[config.mk]
export PLATFORM = sky130hd
export DESIGN_NAME = lsu_flat
export DESIGN_NICKNAME = d
export VERILOG_FILES = /design/src/rtl/lsu_if.sv /design/src/rtl/lsu.sv /design/src/flat_wrapper.sv
export SDC_FILE = /design/constraint.sdc
export NUM_CORES = 1
export LEC_CHECK = 0
export CORE_MARGIN = 2
export CORE_UTILIZATION = 35
export CTS_BUF_LIST = sky130_fd_sc_hd__clkbuf_8
export DETAILED_ROUTE_END_ITERATION = 7
export GPL_TIMING_DRIVEN = 1
export HOLD_SLACK_MARGIN = 0.02
export PLACE_DENSITY = 0.67
export SLEW_MARGIN = 20
export SYNTH_ARGS = -nofsm -noshare
export SYNTH_HDL_FRONTEND = slang
export SYNTH_SLANG_ARGS = --single-unit
[constraint.sdc]
create_clock -name clk -period 2.5 [get_ports clk]
set_input_delay 0.5 -clock clk [delete_from_list [all_inputs] [get_ports clk]]
set_output_delay 0.5 -clock clk [all_outputs]
set_load 0.005 [all_outputs]
[src/rtl/lsu_if.sv]
// lsu_if: request/response handshake and RAM port bundle for the load/store unit.
// The slave modport is the LSU itself; the master modport is its environment
// (execute stage issuing requests plus the data RAM answering reads).
interface lsu_if;
  // request channel from the execute stage
  logic        req_valid;
  logic        req_ready;
  logic        req_we;
  logic [1:0]  req_size;
  logic        req_unsigned;
  logic [31:0] req_addr;
  logic [31:0] req_wdata;

  // response channel back to the execute stage
  logic        rsp_valid;
  logic        rsp_ready;
  logic [31:0] rsp_rdata;
  logic        rsp_err;

  // single-port word-wide data RAM
  logic        mem_we;
  logic [31:0] mem_addr;
  logic [31:0] mem_wdata;
  logic [31:0] mem_rdata;

  modport master (
    output req_valid, req_we, req_size, req_unsigned, req_addr, req_wdata,
    output rsp_ready,
    output mem_rdata,
    input  req_ready,
    input  rsp_valid, rsp_rdata, rsp_err,
    input  mem_we, mem_addr, mem_wdata
  );

  modport slave (
    input  req_valid, req_we, req_size, req_unsigned, req_addr, req_wdata,
    input  rsp_ready,
    input  mem_rdata,
    output req_ready,
    output rsp_valid, rsp_rdata, rsp_err,
    output mem_we, mem_addr, mem_wdata
  );
endinterface

[src/rtl/lsu.sv]
// lsu: byte/half/word load-store unit in front of a word-wide single-port RAM.
// Sub-word stores are done as read-modify-write because the RAM has no byte
// enables; load results are sign- or zero-extended from the addressed lane.
module lsu (
  input  logic  clk,
  input  logic  reset,
  lsu_if.slave  bus
);

  typedef enum logic [1:0] {
    IDLE = 2'd0,
    RD   = 2'd1,
    WR   = 2'd2,
    RESP = 2'd3
  } state_t;

  localparam logic [1:0] SIZE_BYTE = 2'd0;
  localparam logic [1:0] SIZE_HALF = 2'd1;
  localparam logic [1:0] SIZE_WORD = 2'd2;

  state_t      state;
  state_t      state_next;

  // request fields captured at accept; they stay valid until the next accept
  logic        we_q;
  logic [1:0]  size_q;
  logic        uns_q;
  logic [31:0] addr_q;
  logic [31:0] wdata_q;

  // old RAM word for a sub-word store, and the held response
  logic [31:0] merge_q;
  logic [31:0] rdata_q;
  logic        err_q;

  logic        accept;
  logic        req_err;
  logic [7:0]  lane_byte;
  logic [15:0] lane_half;
  logic [31:0] load_value;
  logic [31:0] merged_value;

  assign accept = (state == IDLE) && bus.req_valid;

  // classify the incoming request: illegal size or misaligned access
  always_comb begin
    req_err = 1'b0;
    case (bus.req_size)
      SIZE_BYTE: req_err = 1'b0;
      SIZE_HALF: req_err = bus.req_addr[0];
      SIZE_WORD: req_err = (bus.req_addr[1:0] != 2'b00);
      default:   req_err = 1'b1;
    endcase
  end

  // pick the addressed little-endian lane out of the RAM word and extend it
  always_comb begin
    lane_byte  = 8'h00;
    lane_half  = 16'h0000;
    load_value = bus.mem_rdata;
    case (addr_q[1:0])
      2'd0:    lane_byte = bus.mem_rdata[7:0];
      2'd1:    lane_byte = bus.mem_rdata[15:8];
      2'd2:    lane_byte = bus.mem_rdata[23:16];
      default: lane_byte = bus.mem_rdata[31:24];
    endcase
    lane_half = addr_q[1] ? bus.mem_rdata[31:16] : bus.mem_rdata[15:0];
    case (size_q)
      SIZE_BYTE: load_value = uns_q ? {24'h000000, lane_byte}
                                    : {{24{lane_byte[7]}}, lane_byte};
      SIZE_HALF: load_value = uns_q ? {16'h0000, lane_half}
                                    : {{16{lane_half[15]}}, lane_half};
      default:   load_value = bus.mem_rdata;
    endcase
  end

  // overlay the store data onto the old word, leaving other lanes untouched
  always_comb begin
    merged_value = merge_q;
    if (size_q == SIZE_HALF) begin
      if (addr_q[1]) begin
        merged_value[31:16] = wdata_q[15:0];
      end else begin
        merged_value[15:0] = wdata_q[15:0];
      end
    end else begin
      case (addr_q[1:0])
        2'd0:    merged_value[7:0]   = wdata_q[7:0];
        2'd1:    merged_value[15:8]  = wdata_q[7:0];
        2'd2:    merged_value[23:16] = wdata_q[7:0];
        default: merged_value[31:24] = wdata_q[7:0];
      endcase
    end
  end

  // state register
  always_ff @(posedge clk or negedge reset) begin
    if (!reset) begin
      state <= IDLE;
    end else begin
      state <= state_next;
    end
  end

  // sequencing: errors answer directly, word stores skip the read, sub-word
  // stores read first and then write exactly once
  always_comb begin
    state_next = state;
    case (state)
      IDLE: begin
        if (bus.req_valid) begin
          if (req_err) begin
            state_next = RESP;
          end else if (!bus.req_we) begin
            state_next = RD;
          end else if (bus.req_size == SIZE_WORD) begin
            state_next = WR;
          end else begin
            state_next = RD;
          end
        end
      end
      RD:      state_next = we_q ? WR : RESP;
      WR:      state_next = RESP;
      RESP:    state_next = bus.rsp_ready ? IDLE : RESP;
      default: state_next = IDLE;
    endcase
  end

  // capture the request on accept and the RAM word during the read cycle
  always_ff @(posedge clk or negedge reset) begin
    if (!reset) begin
      we_q    <= 1'b0;
      size_q  <= 2'd0;
      uns_q   <= 1'b0;
      addr_q  <= 32'h0;
      wdata_q <= 32'h0;
      merge_q <= 32'h0;
      rdata_q <= 32'h0;
      err_q   <= 1'b0;
    end else if (accept) begin
      we_q    <= bus.req_we;
      size_q  <= bus.req_size;
      uns_q   <= bus.req_unsigned;
      addr_q  <= bus.req_addr;
      wdata_q <= bus.req_wdata;
      rdata_q <= 32'h0;
      err_q   <= req_err;
    end else if (state == RD) begin
      if (we_q) begin
        merge_q <= bus.mem_rdata;
      end else begin
        rdata_q <= load_value;
      end
    end
  end

  assign bus.req_ready = (state == IDLE);
  assign bus.rsp_valid = (state == RESP);
  assign bus.rsp_rdata = rdata_q;
  assign bus.rsp_err   = err_q;
  assign bus.mem_we    = (state == WR);
  assign bus.mem_addr  = {2'b00, addr_q[31:2]};
  assign bus.mem_wdata = (state != WR)           ? 32'h0 :
                         (size_q == SIZE_WORD)   ? wdata_q : merged_value;

endmodule

[src/flat_wrapper.sv]
// flat-port wrapper written by rule: the top's interface ports become plain ports
module lsu_flat 
  (clk, reset, bus_req_valid, bus_req_we, bus_req_size, bus_req_unsigned, bus_req_addr, bus_req_wdata, bus_rsp_ready, bus_mem_rdata, bus_req_ready, bus_rsp_valid, bus_rsp_rdata, bus_rsp_err, bus_mem_we, bus_mem_addr, bus_mem_wdata);
  lsu_if bus_i ();
  input  logic clk;
  input  logic reset;
  input wire logic [$bits(bus_i.req_valid)-1:0] bus_req_valid;
  input wire logic [$bits(bus_i.req_we)-1:0] bus_req_we;
  input wire logic [$bits(bus_i.req_size)-1:0] bus_req_size;
  input wire logic [$bits(bus_i.req_unsigned)-1:0] bus_req_unsigned;
  input wire logic [$bits(bus_i.req_addr)-1:0] bus_req_addr;
  input wire logic [$bits(bus_i.req_wdata)-1:0] bus_req_wdata;
  input wire logic [$bits(bus_i.rsp_ready)-1:0] bus_rsp_ready;
  input wire logic [$bits(bus_i.mem_rdata)-1:0] bus_mem_rdata;
  output wire logic [$bits(bus_i.req_ready)-1:0] bus_req_ready;
  output wire logic [$bits(bus_i.rsp_valid)-1:0] bus_rsp_valid;
  output wire logic [$bits(bus_i.rsp_rdata)-1:0] bus_rsp_rdata;
  output wire logic [$bits(bus_i.rsp_err)-1:0] bus_rsp_err;
  output wire logic [$bits(bus_i.mem_we)-1:0] bus_mem_we;
  output wire logic [$bits(bus_i.mem_addr)-1:0] bus_mem_addr;
  output wire logic [$bits(bus_i.mem_wdata)-1:0] bus_mem_wdata;
  assign bus_i.req_valid = bus_req_valid;
  assign bus_i.req_we = bus_req_we;
  assign bus_i.req_size = bus_req_size;
  assign bus_i.req_unsigned = bus_req_unsigned;
  assign bus_i.req_addr = bus_req_addr;
  assign bus_i.req_wdata = bus_req_wdata;
  assign bus_i.rsp_ready = bus_rsp_ready;
  assign bus_i.mem_rdata = bus_mem_rdata;
  assign bus_req_ready = bus_i.req_ready;
  assign bus_rsp_valid = bus_i.rsp_valid;
  assign bus_rsp_rdata = bus_i.rsp_rdata;
  assign bus_rsp_err = bus_i.rsp_err;
  assign bus_mem_we = bus_i.mem_we;
  assign bus_mem_addr = bus_i.mem_addr;
  assign bus_mem_wdata = bus_i.mem_wdata;
  lsu u_core (.clk(clk), .reset(reset), .bus(bus_i));
endmodule
==> out/metrics.csv, run 1 <==
metric,value,unit
vias,6065,
fin crit period,2.64,ns
Syn. warnings,0,
failing checks,negative setup slack,
chip height,142,um
critical path's top delay family,buffers and inverters,
vias per cell,5.12,
Mapped Cells,716,
Crit-path slowest cell,dfrtp_1,
number of global-route vias before repair,5923,
1st-iter DRT viols,341,
top fanout value on the critical path,7,
"Clk Latency, worst-skew pair",0.46,ns
total gr overflow,0,
Placed Area,8970,um2
Achievable Freq,379,MHz
first-pass GRT wire length,34100,um
Final Hold Fails,0,
Synth Flop Type,dfrtp_1,
period utilization,1.06,
Total Routed Length,22500,um
H-tree levels,4,
Lkg Pwr,4.53,nW
crit path DAT,2.14,ns
num ports,204,
Power Total,13.1,mW
crit path capture type,output pin,
DRC,0,
maximum clock insertion buffer count,2,
TritonCTS clock tree,done,
Synth cell types,44,
Setup CP Type,reg -> out,
top post-synthesis cells by area,"dfrtp_1 (50%), nand2_1 (13%), mux2_2 (8.1%)",
Seq cells post-synth,135,
cell mode on critical path,buf_12,
max-cap check violation count,0,
Clock Tree Root,clkbuf_8,
RSZ-0062 raised after global routing,true,
Setup WS post-layout,-0.138,ns
Post-Syn Area,6710,um2
std cell rows,50,
worst path cell trace,and2b_4 > buf_12 > o21ai_4 > buf_12 > buf_6 > mux2i_1 > a21oi_1 > buf_2,
post-synth top area share,0.504,
First-pass DRT Iterations,5,
pin count of the biggest net entering global routing,73,
Setup TNS Final,-1.55,ns
width of the chip,142,um
initial antenna violation count,2,
crit-path max cell delay,0.45,ns
Final Skew,0.0135,ns
max-slew violations,0,
"Reg clk slew, reported paths",0.08,ns
Synth Area per Inst,9.36,um2
fin area,9850,um2
share of cells above drive strength 1,0.257,
port bufs,201,
startpoint types,flop,
Post-synth EDFFs,0,
crit path buf inv count,4,
TritonCTS Buffers,17,
Max IR drop VDD,0.520,mV
Worst-Margin Slew,1.06,ns
area of the multi-input gates,3120,um2
leading area contributor after synthesis,dfrtp_1,
pre-CTS setup slack,-0.101,ns
post-route ant nets,0,
data required time of the worst path,2.00,ns
Async SR Flop Fraction,1.00,
fill cell count,1662,
register area,3380,um2
Final Setup Violations,21,
Layout area overhead,46.9,%
worst rel slew slack,0.290,
status,finished with violations,
All-Layer GR Usage,0.225,
WL/cell,19.0,um
Starting Density,0.357,
Core Box Area,18800,um2
GP Congestion,0.902,
Hold WC Path Type,reg -> reg,
DP HPWL,16000,um
sequential share of the synthesized area,0.504,
Sink Count,135,
die footprint,20300,um2
PD cells,1330,nW/um2
Layout Nets,1041,
-- kinds of logic (layout without fill, tap and decap cells) --
logic type	after synthesis	count (layout)	synth area share
muxes	65	65	0.107
buffers and inverters	89	322	0.0715
DFF	135	135	0.504
and+or+nand+nor	279	279	0.166
other	1	3	0.000559
AOI/OAI and AO/OA	147	147	0.151
-- timing repair --
item,4_1_cts,5_1_grt
hold buffers,1,0
pin swaps,25,23
gates cloned,0,1
hold endpoints to repair,40,0
setup buffers,23,8
resized for setup,164,39
endpoints found under the setup margin,32,31
-- Yosys cell counts (3+ instances only) --
cell type and count:
a211oi_1 8, a21oi_1 29, a221o_1 16, a221oi_1 8, a222oi_1 7, buf_1 12, buf_2 5, buf_4 35
clkbuf_1 23, dfrtp_1 135, inv_1 10, mux2_2 48, mux2i_1 16, nand2_1 228, nand2b_1 3, nor2_1 29
nor2b_1 5, nor3_1 3, nor3b_1 4, o21a_1 7, o21ai_0 45, o21ai_1 8, o22ai_1 7
-- final cells by class --
cell class,count,share of cell area
repair buffers,276,0.262
well taps,234,0.0297
repair inverters,1,0.000889
clock inverters,15,0.0179
multi-input cells,493,0.317
flip-flops and latches,135,0.343
clock buffers,17,0.0238
diodes,1,0.000254
inverters,13,0.00572
-- worst reg2reg max path, cell delays in order (launching register included) --
cell and delay [ns]:
dfrtp_2 0.47, buf_6 0.15, buf_4 0.17, nor3_2 0.23
a22oi_4 0.12, a2111oi_4 0.87, a221o_1 0.22
-- layout by cell type (no fill, tap or decap), drive strengths merged, types with 2 or more instances in the layout --
| cell type | count |
|---|---|
| o31ai | 2 |
| o22ai | 7 |
| a21oi | 29 |
| clkinvlp | 2 |
| clkinv | 5 |
| mux2i | 16 |
| nor2b | 5 |
| nand3 | 2 |
| mux2 | 49 |
| o21a | 7 |
| nor2 | 29 |
| a31oi | 2 |
| a221o | 16 |
| a222oi | 7 |
| conb | 2 |
| bufinv | 3 |
| dfrtp | 135 |
| buf | 99 |
| nor3 | 4 |
| nand2b | 3 |
| nand2 | 228 |
| nor3b | 5 |
| dlygate4sd2 | 2 |
| clkdlybuf4s50 | 168 |
| a211oi | 9 |
| inv | 19 |
| o21ai | 54 |
| clkbuf | 22 |
| a221oi | 8 |
-- layer usage --
| metal | up-vias | global-route usage | routed length (um) |
|---|---|---|---|
| li1 | 2855 | - | - |
| met1 | 2897 | 0.293 | 9540 |
| met2 | 277 | 0.345 | 10500 |
| met3 | 34 | 0.0777 | 2000 |
| met4 | 2 | 0.0865 | 476 |
| met5 | - | 0 | 11 |
-- final timing paths --
| path | from | endpoint | slack [ns] | cells past startpoint |
|---|---|---|---|---|
| setup / recovery | u_core.size_q[1] | bus_mem_wdata[23] | -0.14 | 8 |
| hold / removal | u_core.addr_q[26] | u_core.addr_q[26] | 0.47 | 2 |
| setup reg to reg | u_core.size_q[0] | u_core.bus.rsp_rdata[30] | 0.19 | 6 |
| hold reg to reg | u_core.addr_q[26] | u_core.addr_q[26] | 0.47 | 2 |
| max in group asynchronous | reset | u_core.size_q[0] | 1.19 | 3 |
| min in group asynchronous | reset | u_core.merge_q[2] | 0.51 | 2 |
-- power breakdown --
group	switching [mW]	internal [mW]
Sequential	0.822	3.21
Clock	0.919	0.991
Combinational	3.30	3.81
Total	5.05	8.02
-- state kept, by name (all words and copies together) (netlist names) --
name	count
u_core.bus.rsp_rdata	32
u_core.merge_q	32
u_core.wdata_q	32
u_core.size_q	2
u_core.bus.rsp_err	1
u_core.addr_q	32
u_core.we_q	1
u_core.state	2
u_core.uns_q	1
-- per-stage QoR --
| step | instances | util | hold slack, ns |
|---|---|---|---|
| after floorplan | 717 | - | 0.204 |
| after global placement | 1120 | 0.478 | 0.451 |
| after detailed placement | 1120 | 0.478 | 0.458 |
| after CTS | 1175 | 0.518 | 0.481 |
| after global routing | 1184 | 0.525 | 0.494 |
| final | 1185 | 0.525 | 0.475 |
Note: power is estimated with default switching activity, not from simulation.
==> run 2, diff against run 1 <==
- SLEW_MARGIN: 20 -> default
==> results of run 2 <==
Same layout as run 1: the final DEF is identical, and so are final timing and power.
==> run 3, diff against run 2 <==
- CORE_UTILIZATION: 35 -> 49
- PLACE_DENSITY: 0.67 -> 0.87
==> out/metrics.csv, run 3 (same netlist as run 1, synthesis figures left out) <==
metric,value,unit
status,finished with violations,
failing checks,negative setup slack,
maximum clock insertion buffer count,2,
pin count of the biggest net entering global routing,68,
sequential share of power,0.301,
Sink Count,135,
All-Layer GR Usage,0.322,
worst rel slew slack,0.292,
"setup slack, reg-to-reg",0.15,ns
crit path capture type,output pin,
DRC,0,
max-cap check violation count,0,
Total Routed Length,24700,um
Achievable Freq,371,MHz
Layout area overhead,47.8,%
DP HPWL,14800,um
number of global-route vias before repair,6610,
std cell rows,42,
data required time of the worst path,2.00,ns
die footprint,14600,um2
GP Congestion,0.922,
Core Box Area,13300,um2
startpoint types,flop,
num ports,204,
Max IR drop VDD,0.681,mV
Final Util,0.745,
period utilization,1.08,
Setup WS post-layout,-0.197,ns
first-pass GRT wire length,35700,um
Final Skew,0.0163,ns
worst path cell trace,buf_4 > inv_2 > nand2_1 > a211oi_1 > nor2_1 > clkdlybuf4s15_1,
top fanout value on the critical path,8,
H-tree levels,4,
Setup CP Type,reg -> out,
reg2reg path depth,7,
crit-path max cell delay,0.45,ns
crit path buf inv count,3,
Comb power frac,0.558,
Hold WC Path Type,in -> async,
Clock Tree Root,clkbuf_8,
RR Endpoint,u_core.bus.rsp_rdata[0],
"commonest non-fill, non-tap cell in the layout",nand2_1,
RR Startpoint,u_core.size_q[1],
vias per cell,5.91,
RSZ-0062 raised after global routing,true,
Worst-Margin Slew,1.06,ns
Starting Density,0.504,
internal power,8.25,mW
"Reg clk slew, reported paths",0.08,ns
Clk pwr share,0.140,
Setup TNS Final,-3.01,ns
Crit-path slowest cell,dfrtp_1,
fin crit period,2.70,ns
WL/cell,21.9,um
initial antenna violation count,0,
"commonest cells after routing, fill and taps aside","nand2_1 (225), clkdlybuf4s50_1 (168), dfrtp_1 (132)",
max-slew violations,0,
CTS Hold Buffers Added,0,
switching portion of total power,0.400,
crit path DAT,2.20,ns
PD cells,1390,nW/um2
critical path's top delay family,buffers and inverters,
vias,6663,
First-pass DRT Iterations,7,
TritonCTS clock tree,done,
total gr overflow,0,
1st-iter DRT viols,868,
Final Setup Violations,32,
post-route ant nets,0,
Layout Nets,1042,
"Clk Latency, worst-skew pair",0.47,ns
TritonCTS Buffers,17,
chip height,121,um
Lkg Pwr,4.55,nW
Sw Pwr,5.51,mW
antenna fix cells,0,
share of cells above drive strength 1,0.256,
Final Hold Fails,0,
width of the chip,121,um
port bufs,201,
[run 3: worst max path at each step]
stage / to / slack, ns / cells after the start / start
floorplan: bus_mem_wdata[28] / 0.42 / 4 / u_core.size_q[1]
global placement: bus_mem_wdata[24] / 0.007 / 5 / u_core.size_q[0]
detailed placement: u_core.bus.rsp_rdata[16] / -0.03 / 5 / bus_mem_rdata[15]
CTS: bus_mem_wdata[23] / -0.11 / 7 / u_core.size_q[0]
global route: bus_mem_wdata[8] / -0.27 / 6 / u_core.addr_q[1]
finish: bus_mem_wdata[11] / -0.20 / 6 / u_core.addr_q[1]
[run 3: layer usage]
| metal | vias up | global-route usage | share of wire |
|---|---|---|---|
| met4 | 0 | 0.156 | 0.065 |
| met3 | 157 | 0.104 | 0.12 |
| li1 | 2858 | - | - |
| met5 | - | 0 | 0 |
| met2 | 523 | 0.506 | 0.45 |
| met1 | 3125 | 0.401 | 0.37 |
[run 3: worst register-to-register path: cells and delay by family, from the launching register on]
kind	cells	cell delay (ns)
and+or+nand+nor	1	0.75
DFF	1	0.47
AOI/OAI and AO/OA	2	0.46
buffers and inverters	4	0.60
[run 3: stage by stage]
step	power [mW]	instance area (um2)	hold WS [ns]	cells	setup WS [ns]
2_1_floorplan	7.24	6710	0.204	717	0.416
3_3_place_gp	9.90	8900	0.456	1061	0.00662
3_5_place_dp	10.1	8900	0.459	1061	-0.0323
4_1_cts	12.6	9620	0.0416	1117	-0.112
5_1_grt	14.4	9910	0.0667	1127	-0.273
6_report	13.8	9910	0.0266	1127	-0.197
[run 3: final cells by class]
class | count | area, um2
inverters | 13 | 58.8
clock inverters | 13 | 154
flip-flops and latches | 135 | 3380
fillers | 868 | 3390
multi-input cells | 493 | 3170
clock buffers | 19 | 262
repair buffers | 278 | 2660
well taps | 176 | 220
[run 3: what timing repair did]
| item | CTS | global route |
|---|---|---|
| buffers inserted | 24 | 13 |
| endpoints found under the setup margin | 32 | 48 |
| gates resized for setup | 155 | 66 |
| pin swaps | 20 | 28 |
[run 3: power groups by stage]
stage | sequential (mW) | clock, mW | combinational (mW)
final | 4.15 | 1.93 | 7.68
after global routing | 4.20 | 2.04 | 8.17
after CTS | 3.95 | 1.92 | 6.75
after detailed placement | 3.95 | 0 | 6.12
after global placement | 3.93 | 0 | 5.97
after floorplan | 3.73 | 0 | 3.51
